**src/rtl/pci_pkg.sv**
```systemverilog
// pci_pkg: shared bus command codes, target state encoding and default window base.
package pci_pkg;
    localparam logic [3:0] CMD_MEM_READ = 4'b0110;
    localparam logic [3:0] CMD_MEM_WRITE = 4'b0111;
    localparam logic [31:0] DEF_BASE_ADDR = 32'h0000_1000;
    typedef enum logic [2:0] {
        T_IDLE,
        T_DEV,
        T_WAIT,
        T_DATA,
        T_STOP,
        T_TURN,
        T_BUSY
    } tgt_state_t;
endpackage

```
**src/rtl/pci_target_mem.sv**
```systemverilog
// pci_target_mem: DEPTH x 32 register file, async clear, byte-enable write, combinational read.
module pci_target_mem #(
    parameter int DEPTH = 16,
    localparam int AW = $clog2(DEPTH)
) (
    input  logic          clk,
    input  logic          rst,
    input  logic          we,
    input  logic [3:0]    be,
    input  logic [AW-1:0] waddr,
    input  logic [31:0]   wdata,
    input  logic [AW-1:0] raddr,
    output logic [31:0]   rdata
);
    logic [31:0] mem [DEPTH];

    always_ff @(negedge clk or posedge rst) begin
        if (rst)
            mem <= '{default: '0};
        else if (we)
            for (int b = 0; b < 4; b++)
                if (be[b]) mem[waddr][8*b +: 8] <= wdata[8*b +: 8];
    end

    assign rdata = mem[raddr];
endmodule

```
**src/rtl/pci_target.sv**
```systemverilog
// pci_target: PCI memory target serving a DEPTH-word register window at BASE_ADDR.
// Define PCI_TGT_STOP_EN to disconnect bursts with STOP# at the last window word instead of wrapping.
module pci_target
    import pci_pkg::*;
#(
    parameter logic [31:0] BASE_ADDR = DEF_BASE_ADDR,
    parameter int DEPTH = 16,
    parameter int WAIT_STATES = 1
) (
    input  logic        clk,
    input  logic        rst,
    input  logic        frame_n,
    input  logic        irdy_n,
    input  logic [3:0]  cbe_n,
    input  logic [31:0] ad_in,
    output logic [31:0] ad_out,
    output logic        ad_oe,
    output logic        devsel_n,
    output logic        trdy_n,
    output logic        stop_n
);
    localparam int AW = $clog2(DEPTH);
`ifdef PCI_TGT_STOP_EN
    localparam bit STOP_EN = 1'b1;
`else
    localparam bit STOP_EN = 1'b0;
`endif

    tgt_state_t    state;
    logic          frame_prev;
    logic          is_wr;
    logic          hit;
    logic          beat;
    logic [2:0]    cnt;
    logic [AW-1:0] idx;
    logic [AW-1:0] idx_inc;
    logic [AW-1:0] raddr;
    logic [31:0]   rd_data;

    always_comb begin
        hit = ad_in[31:AW+2] == BASE_ADDR[31:AW+2] && (cbe_n == CMD_MEM_READ || cbe_n == CMD_MEM_WRITE);
        beat = state == T_DATA && !irdy_n && !trdy_n;
        idx_inc = idx + AW'(1);
        raddr = beat ? idx_inc : idx;
    end

    pci_target_mem #(.DEPTH(DEPTH)) u_mem (
        .clk  (clk),
        .rst  (rst),
        .we   (beat && is_wr),
        .be   (~cbe_n),
        .waddr(idx),
        .wdata(ad_in),
        .raddr(raddr),
        .rdata(rd_data)
    );

    // ad_out always carries the word the next TRDY# beat will present
    always_ff @(negedge clk or posedge rst) begin
        if (rst) begin
            state <= T_IDLE;
            frame_prev <= 1'b0;
            is_wr <= 1'b0;
            cnt <= '0;
            idx <= '0;
            devsel_n <= 1'b1;
            trdy_n <= 1'b1;
            stop_n <= 1'b1;
            ad_oe <= 1'b0;
            ad_out <= '0;
        end else begin
            frame_prev <= frame_n;
            ad_out <= rd_data;
            case (state)
                T_IDLE: if (!frame_n && frame_prev) begin
                    idx <= ad_in[AW+1:2];
                    is_wr <= cbe_n == CMD_MEM_WRITE;
                    state <= hit ? T_DEV : T_BUSY;
                end
                T_DEV: begin
                    devsel_n <= 1'b0;
                    ad_oe <= !is_wr;
                    if (WAIT_STATES == 0) begin
                        state <= T_DATA;
                        trdy_n <= 1'b0;
                        stop_n <= !(STOP_EN && &idx && !frame_n);
                    end else begin
                        state <= T_WAIT;
                        cnt <= 3'(WAIT_STATES - 1);
                    end
                end
                T_WAIT: if (cnt == '0) begin
                    state <= T_DATA;
                    trdy_n <= 1'b0;
                    stop_n <= !(STOP_EN && &idx && !frame_n);
                end else begin
                    cnt <= cnt - 3'd1;
                end
                T_DATA: if (beat) begin
                    idx <= idx_inc;
                    if (frame_n) begin
                        state <= T_TURN;
                        devsel_n <= 1'b1;
                        trdy_n <= 1'b1;
                        stop_n <= 1'b1;
                        ad_oe <= 1'b0;
                    end else if (STOP_EN && &idx) begin
                        state <= T_STOP;
                        trdy_n <= 1'b1;
                        ad_oe <= 1'b0;
                    end else begin
                        stop_n <= !(STOP_EN && &idx_inc);
                    end
                end
                T_STOP: if (frame_n) begin
                    state <= T_TURN;
                    devsel_n <= 1'b1;
                    trdy_n <= 1'b1;
                    stop_n <= 1'b1;
                    ad_oe <= 1'b0;
                end
                T_TURN: state <= T_IDLE;
                T_BUSY: if (frame_n && irdy_n) state <= T_IDLE;
                default: state <= T_IDLE;
            endcase
        end
    end
endmodule

```
**config.mk**
```make
export PLATFORM = sky130hd
export DESIGN_NAME = pci_target
export DESIGN_NICKNAME = d
export VERILOG_FILES = /design/src/rtl/pci_pkg.sv /design/src/rtl/pci_target_mem.sv /design/src/rtl/pci_target.sv
export SDC_FILE = /design/constraint.sdc
export NUM_CORES = 1
export LEC_CHECK = 0
export ABC_AREA = 1
export BUFFER_PORTS_ARGS = -buffer_cell sky130_fd_sc_hd__buf_2
export CAP_MARGIN = 20
export CELL_PAD_IN_SITES_DETAIL_PLACEMENT = 1
export CELL_PAD_IN_SITES_GLOBAL_PLACEMENT = 1
export CORE_ASPECT_RATIO = 1.2
export CORE_UTILIZATION = 40
export CTS_BUF_LIST = sky130_fd_sc_hd__clkbuf_8
export CTS_CLUSTER_SIZE = 12
export DETAILED_ROUTE_END_ITERATION = 16
export GPL_TIMING_DRIVEN = 0
export MAX_ROUTING_LAYER = met4
export PLACE_DENSITY_LB_ADDON = 0.1
export SLEW_MARGIN = 40
export SYNTH_ARGS = -nofsm -noshare
export SYNTH_HDL_FRONTEND = slang
export SYNTH_HIERARCHICAL = 1
export SYNTH_SLANG_ARGS = --single-unit
```
**constraint.sdc**
```tcl
create_clock -name clk -period 24.3 [get_ports clk]
set_input_delay 7.29 -clock clk [delete_from_list [all_inputs] [get_ports clk]]
set_output_delay 7.29 -clock clk [all_outputs]
set_load 0.01 [all_outputs]
```
## After elaboration in Yosys (flattened, before gate mapping)

Cells that the tools add are included.

| cells by class | value |
|---|---|
| $add $sub $neg | 2 |
| magnitude comparators | 3 |
| equal/unequal tests | 14 |
| muxes and demuxes | 48 |
| bitwise gates (word level) | 3 |
| reduce and logical (&&, ||, !) cells | 25 |

Operators with widths:

| kind | number |
|---|---|
| 512-bit 2-to-1 mux | 7 |
| 512-bit bitwise mux | 4 |
| 32-bit demux with 4-bit select | 4 |
| 32-bit binary-select mux with 4-bit select | 1 |
| 32-bit 2-to-1 mux | 3 |
| 26-bit by 7-bit equality test with 1-bit output (second input constant) | 1 |
| 24-bit 2-to-1 mux | 1 |
| 3-bit 2-to-1 mux | 7 |
| 3-bit one-hot mux with 6 select lines | 1 |
| 16-bit 2-to-1 mux | 1 |
| 2-bit != test (second input constant) | 6 |
| 1-bit one-hot mux with 3 select lines | 4 |
| 5-bit >= comparator (second input constant) | 2 |
| 1-bit 2-to-1 mux | 10 |
| 4-bit NOT with 5-bit output | 2 |
| 4-bit by 3-bit equality test with 1-bit output (second input constant) | 2 |
| 4-bit 2-to-1 mux | 2 |
| 8-bit 2-to-1 mux | 1 |
| 4-bit one-hot mux with 2 select lines | 1 |
| 2-bit AND reduction | 4 |
| 4-bit AND reduction | 2 |
| 1-bit logical AND | 7 |
| 3-bit by 2-bit equality test with 1-bit output (second input constant) | 2 |
| 3-bit equality test (second input constant) | 2 |
| 12 further kinds | 18 |

| word-level totals | value |
|---|---|
| bits in registers | 560 |
| input port bits | 40 |
| logic and storage cells | 121 |

## Depth between registers and ports, before layout

Gate-level depths: netlist of the first run.

| depth | value |
|---|---|
| word-level depth | 16 |
| depth in mapped cells | 17 |
| gate-level depth less buffers | 14 |

## Cells and area by module

The synthesis of the first run kept the hierarchy.

By module, submodules not included:

| module | times used | cells each | area each (µm²) | seq. area each (µm²) |
|---|---|---|---|---|
| pci_target_mem | 1 | 3318 | 24832.6 | 12812.3 |
| pci_target | 1 | 215 | 1946.9 | 1178.6 |

==> results of run 1 <==
sequential cells by signal (all words and copies together) (netlist names):
register	count
ad_out	32
idx	4
devsel_n	1
ad_oe	1
frame_prev	1
trdy_n	1
is_wr	1
state	3
cnt	3
u_mem/mem	512
cells in the final DEF (no fill, tap or decap), drive strengths merged:
| cell type | count |
|---|---|
| nand2 | 1318 |
| dfrtn | 557 |
| o21ai | 525 |
| inv | 497 |
| nand3 | 395 |
| buf | 246 |
| clkbuf | 185 |
| nor2 | 48 |
| clkinv | 16 |
| a31oi | 3 |
| a21oi | 3 |
| ha | 3 |
| bufinv | 3 |
| clkinvlp | 3 |
| dfstp | 2 |
| diode | 1 |
| xor2 | 1 |
| xnor2 | 1 |
| nor3 | 1 |
| o21a | 1 |
| nand3b | 1 |
| conb | 1 |
power groups by stage:
| stage | Sequential [mW] | Clock [mW] | Combinational, mW |
|---|---|---|---|
| final | 1.02 | 0.903 | 1.49 |
| after global routing | 1.02 | 0.966 | 1.56 |
| after CTS | 1.02 | 0.925 | 1.46 |
| after detailed placement | 1.03 | 0.000773 | 1.46 |
| after global placement | 1.03 | 0.000773 | 1.42 |
| after floorplan | 1.04 | 0.000773 | 0.729 |
critical path, delay by kind of cell:
kind | cells | cell delay, ps
buffers and inverters | 5 | 1370
AND/OR/NAND/NOR | 9 | 1370
logic make-up (layout without fill, tap and decap cells):
family | count (synthesis) | count (layout) | synth area share [%]
and+or+nand+nor | 1763 | 1763 | 26.74
buffers and inverters | 673 | 950 | 10.83
DFF | 559 | 559 | 52.25
AOI/OAI and AO/OA | 532 | 532 | 9.966
adders and majority gates | 3 | 3 | 0.1402
xor gates and xnor gates | 2 | 2 | 0.06542
other | 1 | 2 | 0.01400
cell usage after synthesis, types with 5 or more instances:
master	number	area share [%]
sky130_fd_sc_hd__dfrtn_1	557	52
sky130_fd_sc_hd__buf_1	16	0.22
sky130_fd_sc_hd__nand2_1	1314	18
sky130_fd_sc_hd__o21ai_0	522	9.8
sky130_fd_sc_hd__nand3_1	392	7.3
sky130_fd_sc_hd__buf_2	94	1.8
sky130_fd_sc_hd__inv_2	5	0.070
sky130_fd_sc_hd__buf_6	30	1.3
sky130_fd_sc_hd__buf_4	7	0.20
sky130_fd_sc_hd__inv_1	459	6.4
sky130_fd_sc_hd__clkbuf_1	60	0.84
sky130_fd_sc_hd__nor2_1	45	0.63
how the worst max path moves through the flow:
stage          startpoint        endpoint  slack [ps]  cells after the start
2_1_floorplan         rst    u_mem/mem[0]       -1860                      1
3_3_place_gp          rst  u_mem/mem[471]       -4960                      2
3_5_place_dp       irdy_n      ad_out[28]        2000                     14
4_1_cts            irdy_n      ad_out[28]        2670                     14
5_1_grt            irdy_n       ad_out[3]        2540                     14
6_report           irdy_n      ad_out[28]        2550                     14
final cells by class:
cell class                 count  area [um2]
antenna                        1       2.502
buffer                       207        1169
fill                        8265       35080
sequential                   559       13990
timing repair buffer          99       953.4
clock inverter                54       305.3
clock buffer                 125        1720
tap                          892        1116
multi-input combinational   2301        9892
inverter                     465        1755
metrics by stage:
stage / setup TNS (ps) / std cells / area (um2) / setup slack, ps
final: 0 / 4703 / 30900 / 2549
after global routing: 0 / 4703 / 30900 / 2545
after CTS: 0 / 4702 / 30900 / 2673
after detailed placement: 0 / 4524 / 28880 / 2002
after global placement: -2515760 / 4499 / 28270 / -4963
after floorplan: -954740 / 3533 / 26780 / -1865
layer usage:
layer | vias to the layer above | share of wire, % | GRT usage (%)
met5 | - | 0 | -
met1 | 12580 | 42 | 42.04
met3 | 265 | 5.7 | 4.516
met2 | 816 | 48 | 54.18
li1 | 11390 | - | -
met4 | 0 | 5.2 | 16.54
==> metrics list, run 1 <==
- The flow ran to the end, and the final reports show no timing, DRC or antenna violations.
* Total net switching power: roughly 1.6 mW
- Final Core Density: 46.84%
- Power comes to 3.415 mW.
* Worst reg2reg path depth: 14
- 76 I/O pins were placed.
* Final hold violations: 0
- In the routed layout, each cell is associated on average with a via count of 5.326.
- Across all layers, the routed design uses 25,050 vias.
- Counting along the longest clock path gives a buffer depth of 3.
* Number of sinks handled by clock tree synthesis: around 560
- The die is 238.2 um wide.
* First-pass GRT wire length: approximately 160,000 um
- Final global-route overflow total: 0
- The worst hold path passes through 2 cells.
* Total Routed Length: 109,600 um
- Combinational group share of total power: a little over two fifths
- Clock tree synthesis inserted a total of just under 100 buffers.
- During synthesis, Yosys emitted a total of 6 warnings.
- Number of levels in the clock H-tree: 3
- Leak Pwr: 15.11 nW
- For the worst setup path, the data arrival time is around 10,000 ps.
- Clock-pin transition on the worst setup and hold timing paths: 50 ps
- Setup violations remaining at the end of the flow were counted as 0.
* Max-capacitance violation count: 0
* Sequential element share of the synthesized area: between 50% and 60%
- Gp weighted congestion: 0.9263
* Row cnt: between 100 and 150
- Chip Height: 285.4 um
* Most used flip-flop cell after synthesis: sky130_fd_sc_hd__dfrtn_1
- Measured against its own limit, the worst slew margin works out to 35.13%.
- At the end of the flow, the number of nets in the layout was 3,775.
- Clock share of power: 26.5%
* Area Growth Syn to Fin: 15.40%
* Antenna violations before repair: 2
* Launch instance of the worst min-delay path: u_mem/mem[76]
- CTS tree: done
* Syn_area_per_cell: 7.580 um2
- The HPWL after detailed placement is 80,970 um.
- In this run, post-CTS hold repair placed 0 buffers.
- STA classifies the critical path endpoint as a register.
- Via count of the first global-routing pass: 26,140
* Reg-to-Reg Start: state[0]
- Number of register bits inferred by synthesis: 559
- Once the floorplan was initialized, standard cells occupied a little over 40% of the core.
- Total die area: 67,990 um2
* Per-cell routed wire length: 23.30 um
* Capturing point of the worst reg2reg path: ad_out[28]
- At the later pin of the worst-skew pair, clock insertion delay measures 670 ps.
* Core Box Area: approximately 66,000 um2
* Net Count, Synth: 3,576
- Count of port buffers added during placement: 74
* Cell Chain, Critical Path: buf_2, nor2_1, nand2_4, clkinv_2, nand2_1, nand2_2, buf_2, buf_4, clkbuf_1, nand2_1, nand3_1, nand3_1, nand3_1, nand2_1
- Largest voltage drop on the vdd net: 0.00008328 V
- For hold timing, the worst endpoint is u_mem/mem[76].
* Power share of the sequential group: between 20 and 30%
- After technology mapping, the gate count stands at 3,533.
* Number of design-rule violations left by the first detailed-router iteration: 2,035
- Total count of max-transition violations in the final report: 0
- Worst-path cell with the longest stage delay: sky130_fd_sc_hd__clkbuf_1
- Slowest cell delay on critical path: 750 ps
- The first detailed-routing pass took 5 iterations.
- Global-route usage over all layers: 33.78%
* Internal power summed over all cells: 1.823 mW
* Clock Skews: 55.94 ps
- Cell Pwr Density: approximately 110 nW/um2
- Distinct cells, synth: 30
- Worst slack on hold paths: ~430 ps
- Min-delay worst type: register to register
- Unrepaired setup endpoints after global routing: false
* Number of flops mapped to enable cells by yosys: 0
- STA classifies the critical path startpoint as an input pin.
* Share of flip-flops with an asynchronous set or reset after synthesis: 100.0%
- The root buffer cell chosen for the clock tree is sky130_fd_sc_hd__clkbuf_8.
- Fraction of layout instances using a drive strength above 1: roughly 11%
* Maximum number of pins on one net before global-route repair: 28
* ANT nets after route: 0
- For this run, design rule violations remaining after detail routing come to 0.
- The mapped netlist covers 26,780 um2.
* Critical path start-end classification: input pin to register
- The number of gates resized after CTS was 0.
- Register-to-register setup slack: 20,910 ps
- Setup Buffers After CTS: 0
- Net switching is 46.63% of the power.
- Transition time of the tightest slew-check pin: 973.0 ps
- At the worst endpoint, the required time is 12,610 ps.
* Highest net fanout along the worst path: 10
Power figures use the tool's default switching activity.
==> run 2: changes to the inputs <==
--- a/config.mk
+++ b/config.mk
@@ -12,7 +12,7 @@
 export CELL_PAD_IN_SITES_GLOBAL_PLACEMENT = 1
 export CORE_ASPECT_RATIO = 1.2
 export CORE_UTILIZATION = 40
-export CTS_BUF_LIST = sky130_fd_sc_hd__clkbuf_8
+export CTS_BUF_LIST = sky130_fd_sc_hd__clkbuf_2 sky130_fd_sc_hd__clkbuf_4 sky130_fd_sc_hd__clkbuf_8
 export CTS_CLUSTER_SIZE = 12
 export DETAILED_ROUTE_END_ITERATION = 16
 export GPL_TIMING_DRIVEN = 0
==> run 2 against run 1 <==
Compared with the run above: via count increased by 0.18%; sequential power barely moved; critical path depth unchanged; wire length hardly changed; non-clock buffer count unchanged; core utilization increased by 0.18 points; final area up 0.39%; power up 1.4%; worst hold slack improved by 0.95 ps; combinational power about the same; clock power rose by 5.5%.
==> metrics list, run 2 (synthesized netlist as in run 1, its figures left out) <==
- Run status: completed (unchanged).
* Setup Buffers After CTS: 0 (unchanged)
- The die area is 67,990 um2 (unchanged).
- Total DRC errors in the routed layout: 0 (unchanged)
* Final cell count without fillers: 4,703 (unchanged)
- The total power per unit cell area is 111.6 nW/um2 (was 110.5 nW/um2).
* Top reg by flops: u_mem/mem (unchanged)
- Regs by FF count: u_mem/mem (512), ad_out (32), idx (4) (unchanged).
- The static power due to leakage is 15.09 nW (was 15.11 nW).
- The cts-stage hold buffer count came to 0 (unchanged).
- Antenna violations before repair: 1 (was 2)
* Core Box Area: 65,980 um2 (unchanged)
* Highest net fanout along the worst path: 10 (unchanged)
- The required arrival time at the worst endpoint came to 12,610 ps (about the same).
- Number of levels in the clock H-tree: 3 (unchanged)
* First-pass GRT wire length: 165,000 um (was 164,900 um)
* IO Count: 76 (unchanged)
- The final max-slew violation count is 0 (unchanged).
* Number of iterations in the first detailed-routing pass: 5 (unchanged)
* Arrival time of data at the critical path endpoint: 10,040 ps (was 10,060 ps)
- Die width: 238.2 um (unchanged)
- The number of violations of the max-capacitance limit was 0 (unchanged).
* Worst slew margin: 35.25% (was 35.13%)
- Bufs on Longest Clock Path: 3 (unchanged)
* CTS tree: done (unchanged)
- Final global-route overflow total: 0 (unchanged)
- Largest voltage drop on the vdd net: 0.00008350 V (was 0.00008328 V)
- The end-of-flow core utilization came to 47.02% (was 46.84%).
- DR vias: 25,090 (was 25,050)
- Final hold violations: 0 (unchanged)
* Critical path start-end classification: input pin to register (unchanged)
- Critical path launch point type: input pin (unchanged)
- The overall track demand over capacity in global routing was 33.78% (about the same).
* Pre-CTS WS: 2002 ps (unchanged)
- Highest-count cells in the layout ignoring fill and taps: sky130_fd_sc_hd__nand2_1 (1,314), sky130_fd_sc_hd__dfrtn_1 (557), sky130_fd_sc_hd__o21ai_0 (522), sky130_fd_sc_hd__inv_1 (458), sky130_fd_sc_hd__nand3_1 (392) (was sky130_fd_sc_hd__nand2_1 (1,314), sky130_fd_sc_hd__dfrtn_1 (557), sky130_fd_sc_hd__o21ai_0 (522), sky130_fd_sc_hd__inv_1 (490), sky130_fd_sc_hd__nand3_1 (392)).
- The final weighted congestion of routability-driven global placement came to 0.9263 (unchanged).
- Unrepaired setup endpoints after global routing: false (unchanged)
- The path type of the worst min-delay path is register to register (unchanged).
- The number of buffers created by CTS is 97 (unchanged).
- The type of destination of the critical path was a register (unchanged).
* Area Growth Syn to Fin: 15.85% (was 15.40%)
* Vias per cell: 5.336 (was 5.326)
- Fraction of layout instances using a drive strength above 1: 11.68% (was 10.84%)
* Chip Height: 285.4 um (unchanged)
- The final layout net count is 3,775 (unchanged).
* Clock tree root driver cell: sky130_fd_sc_hd__clkbuf_8 (unchanged)
- The via count of the first global-routing pass is 26,180 (was 26,140).
* Clock latency at the later pin of the worst-skew pair: 670 ps (about the same)
- Endpoints failing setup: 0 (unchanged)
- The commonest non-fill, non-tap cell in the layout is sky130_fd_sc_hd__nand2_1 (unchanged).
* Count of port buffers added during placement: 74 (unchanged)
- The cell count after placement came to 4,524 (unchanged).
- The final routed wirelength across all metal layers is 109,700 um (was 109,600 um).
- The register clock-pin slew on the reported worst setup and hold paths is 50 ps (about the same).
- The sink count of the clock tree was 559 (unchanged).
- The clock skew after layout was 54.12 ps (was 55.94 ps).
- The initial core utilization is 40.59% (unchanged).
* Per-cell routed wire length: 23.32 um (was 23.30 um)
- Minimum setup slack in the final design: 2565 ps (was 2549 ps)
- The number of rows in the core area was 103 (unchanged).
- Cells resized by post-CTS repair: 0 (unchanged)
* Total Power Consumption: 3.464 mW (was 3.415 mW)
- The number of flip-flops in the largest register was 512 (unchanged).
- Number of design-rule violations left by the first detailed-router iteration: 1,938 (was 2,035)
* Final HPWL from detailed placement: 80,970 um (unchanged)
- ANT nets after route: 0 (unchanged)
- Maximum number of pins on one net before global-route repair: 28 (unchanged)
- Transition time of the tightest slew-check pin: 967.7 ps (was 973.0 ps)
## run 2: metrics by stage
stage,TNS [ps],cell area [um2],hold WS (ps)
floorplan,-954740,26780,403.1
global placement,-2515760,28270,425.9
detailed placement,0,28880,433.0
CTS,0,31020,434.9
global route,0,31020,443.9
finish,0,31020,432.0
## run 2: worst paths after layout
kind	startpoint	end	slack, ps	depth (start not counted)
max	irdy_n	ad_out[28]	2570	14
min	u_mem/mem[76]	u_mem/mem[76]	430	2
max reg2reg	state[0]	ad_out[28]	20930	14
min reg2reg	u_mem/mem[76]	u_mem/mem[76]	430	2
max in group asynchronous	rst	u_mem/mem[460]	4220	7
min in group asynchronous	rst	idx[1]	18740	2
## run 2: area by class of cell
type / count / area [um2]
buffer: 207 / 1169
tap: 892 / 1116
antenna: 1 / 2.502
clock inverter: 22 / 185.2
timing repair buffer: 99 / 953.4
clock buffer: 157 / 1961
multi-input combinational: 2301 / 9892
inverter: 465 / 1755
fill: 8254 / 34960
sequential: 559 / 13990
## run 2: metal layers
layer	wire length, um	vias up	share of wire (%)	global-route usage [%]
met5	0	-	0	-
met4	5497	0	5.0	16.35
met3	6211	262	5.7	4.458
met2	52360	813	48	54.31
met1	45600	12620	42	42.04
li1	-	11400	-	-
## run 2: power breakdown
group	leakage [nW]	switching, mW	internal [mW]	total (mW)
logic	6.19	1.15	0.341	1.49
registers	7.74	0.0264	0.990	1.02
clock network	1.15	0.412	0.541	0.953
total	15.1	1.59	1.87	3.46
## run 2: critical path, stage by stage
cell and delay (ps):
sky130_fd_sc_hd__buf_2 110, sky130_fd_sc_hd__nor2_1 280, sky130_fd_sc_hd__nand2_4 130, sky130_fd_sc_hd__clkinv_2 90, sky130_fd_sc_hd__nand2_1 60, sky130_fd_sc_hd__nand2_2 120
sky130_fd_sc_hd__buf_2 170, sky130_fd_sc_hd__buf_4 250, sky130_fd_sc_hd__clkbuf_1 720, sky130_fd_sc_hd__nand2_1 170, sky130_fd_sc_hd__nand3_1 170, sky130_fd_sc_hd__nand3_1 150
sky130_fd_sc_hd__nand3_1 190, sky130_fd_sc_hd__nand2_1 110
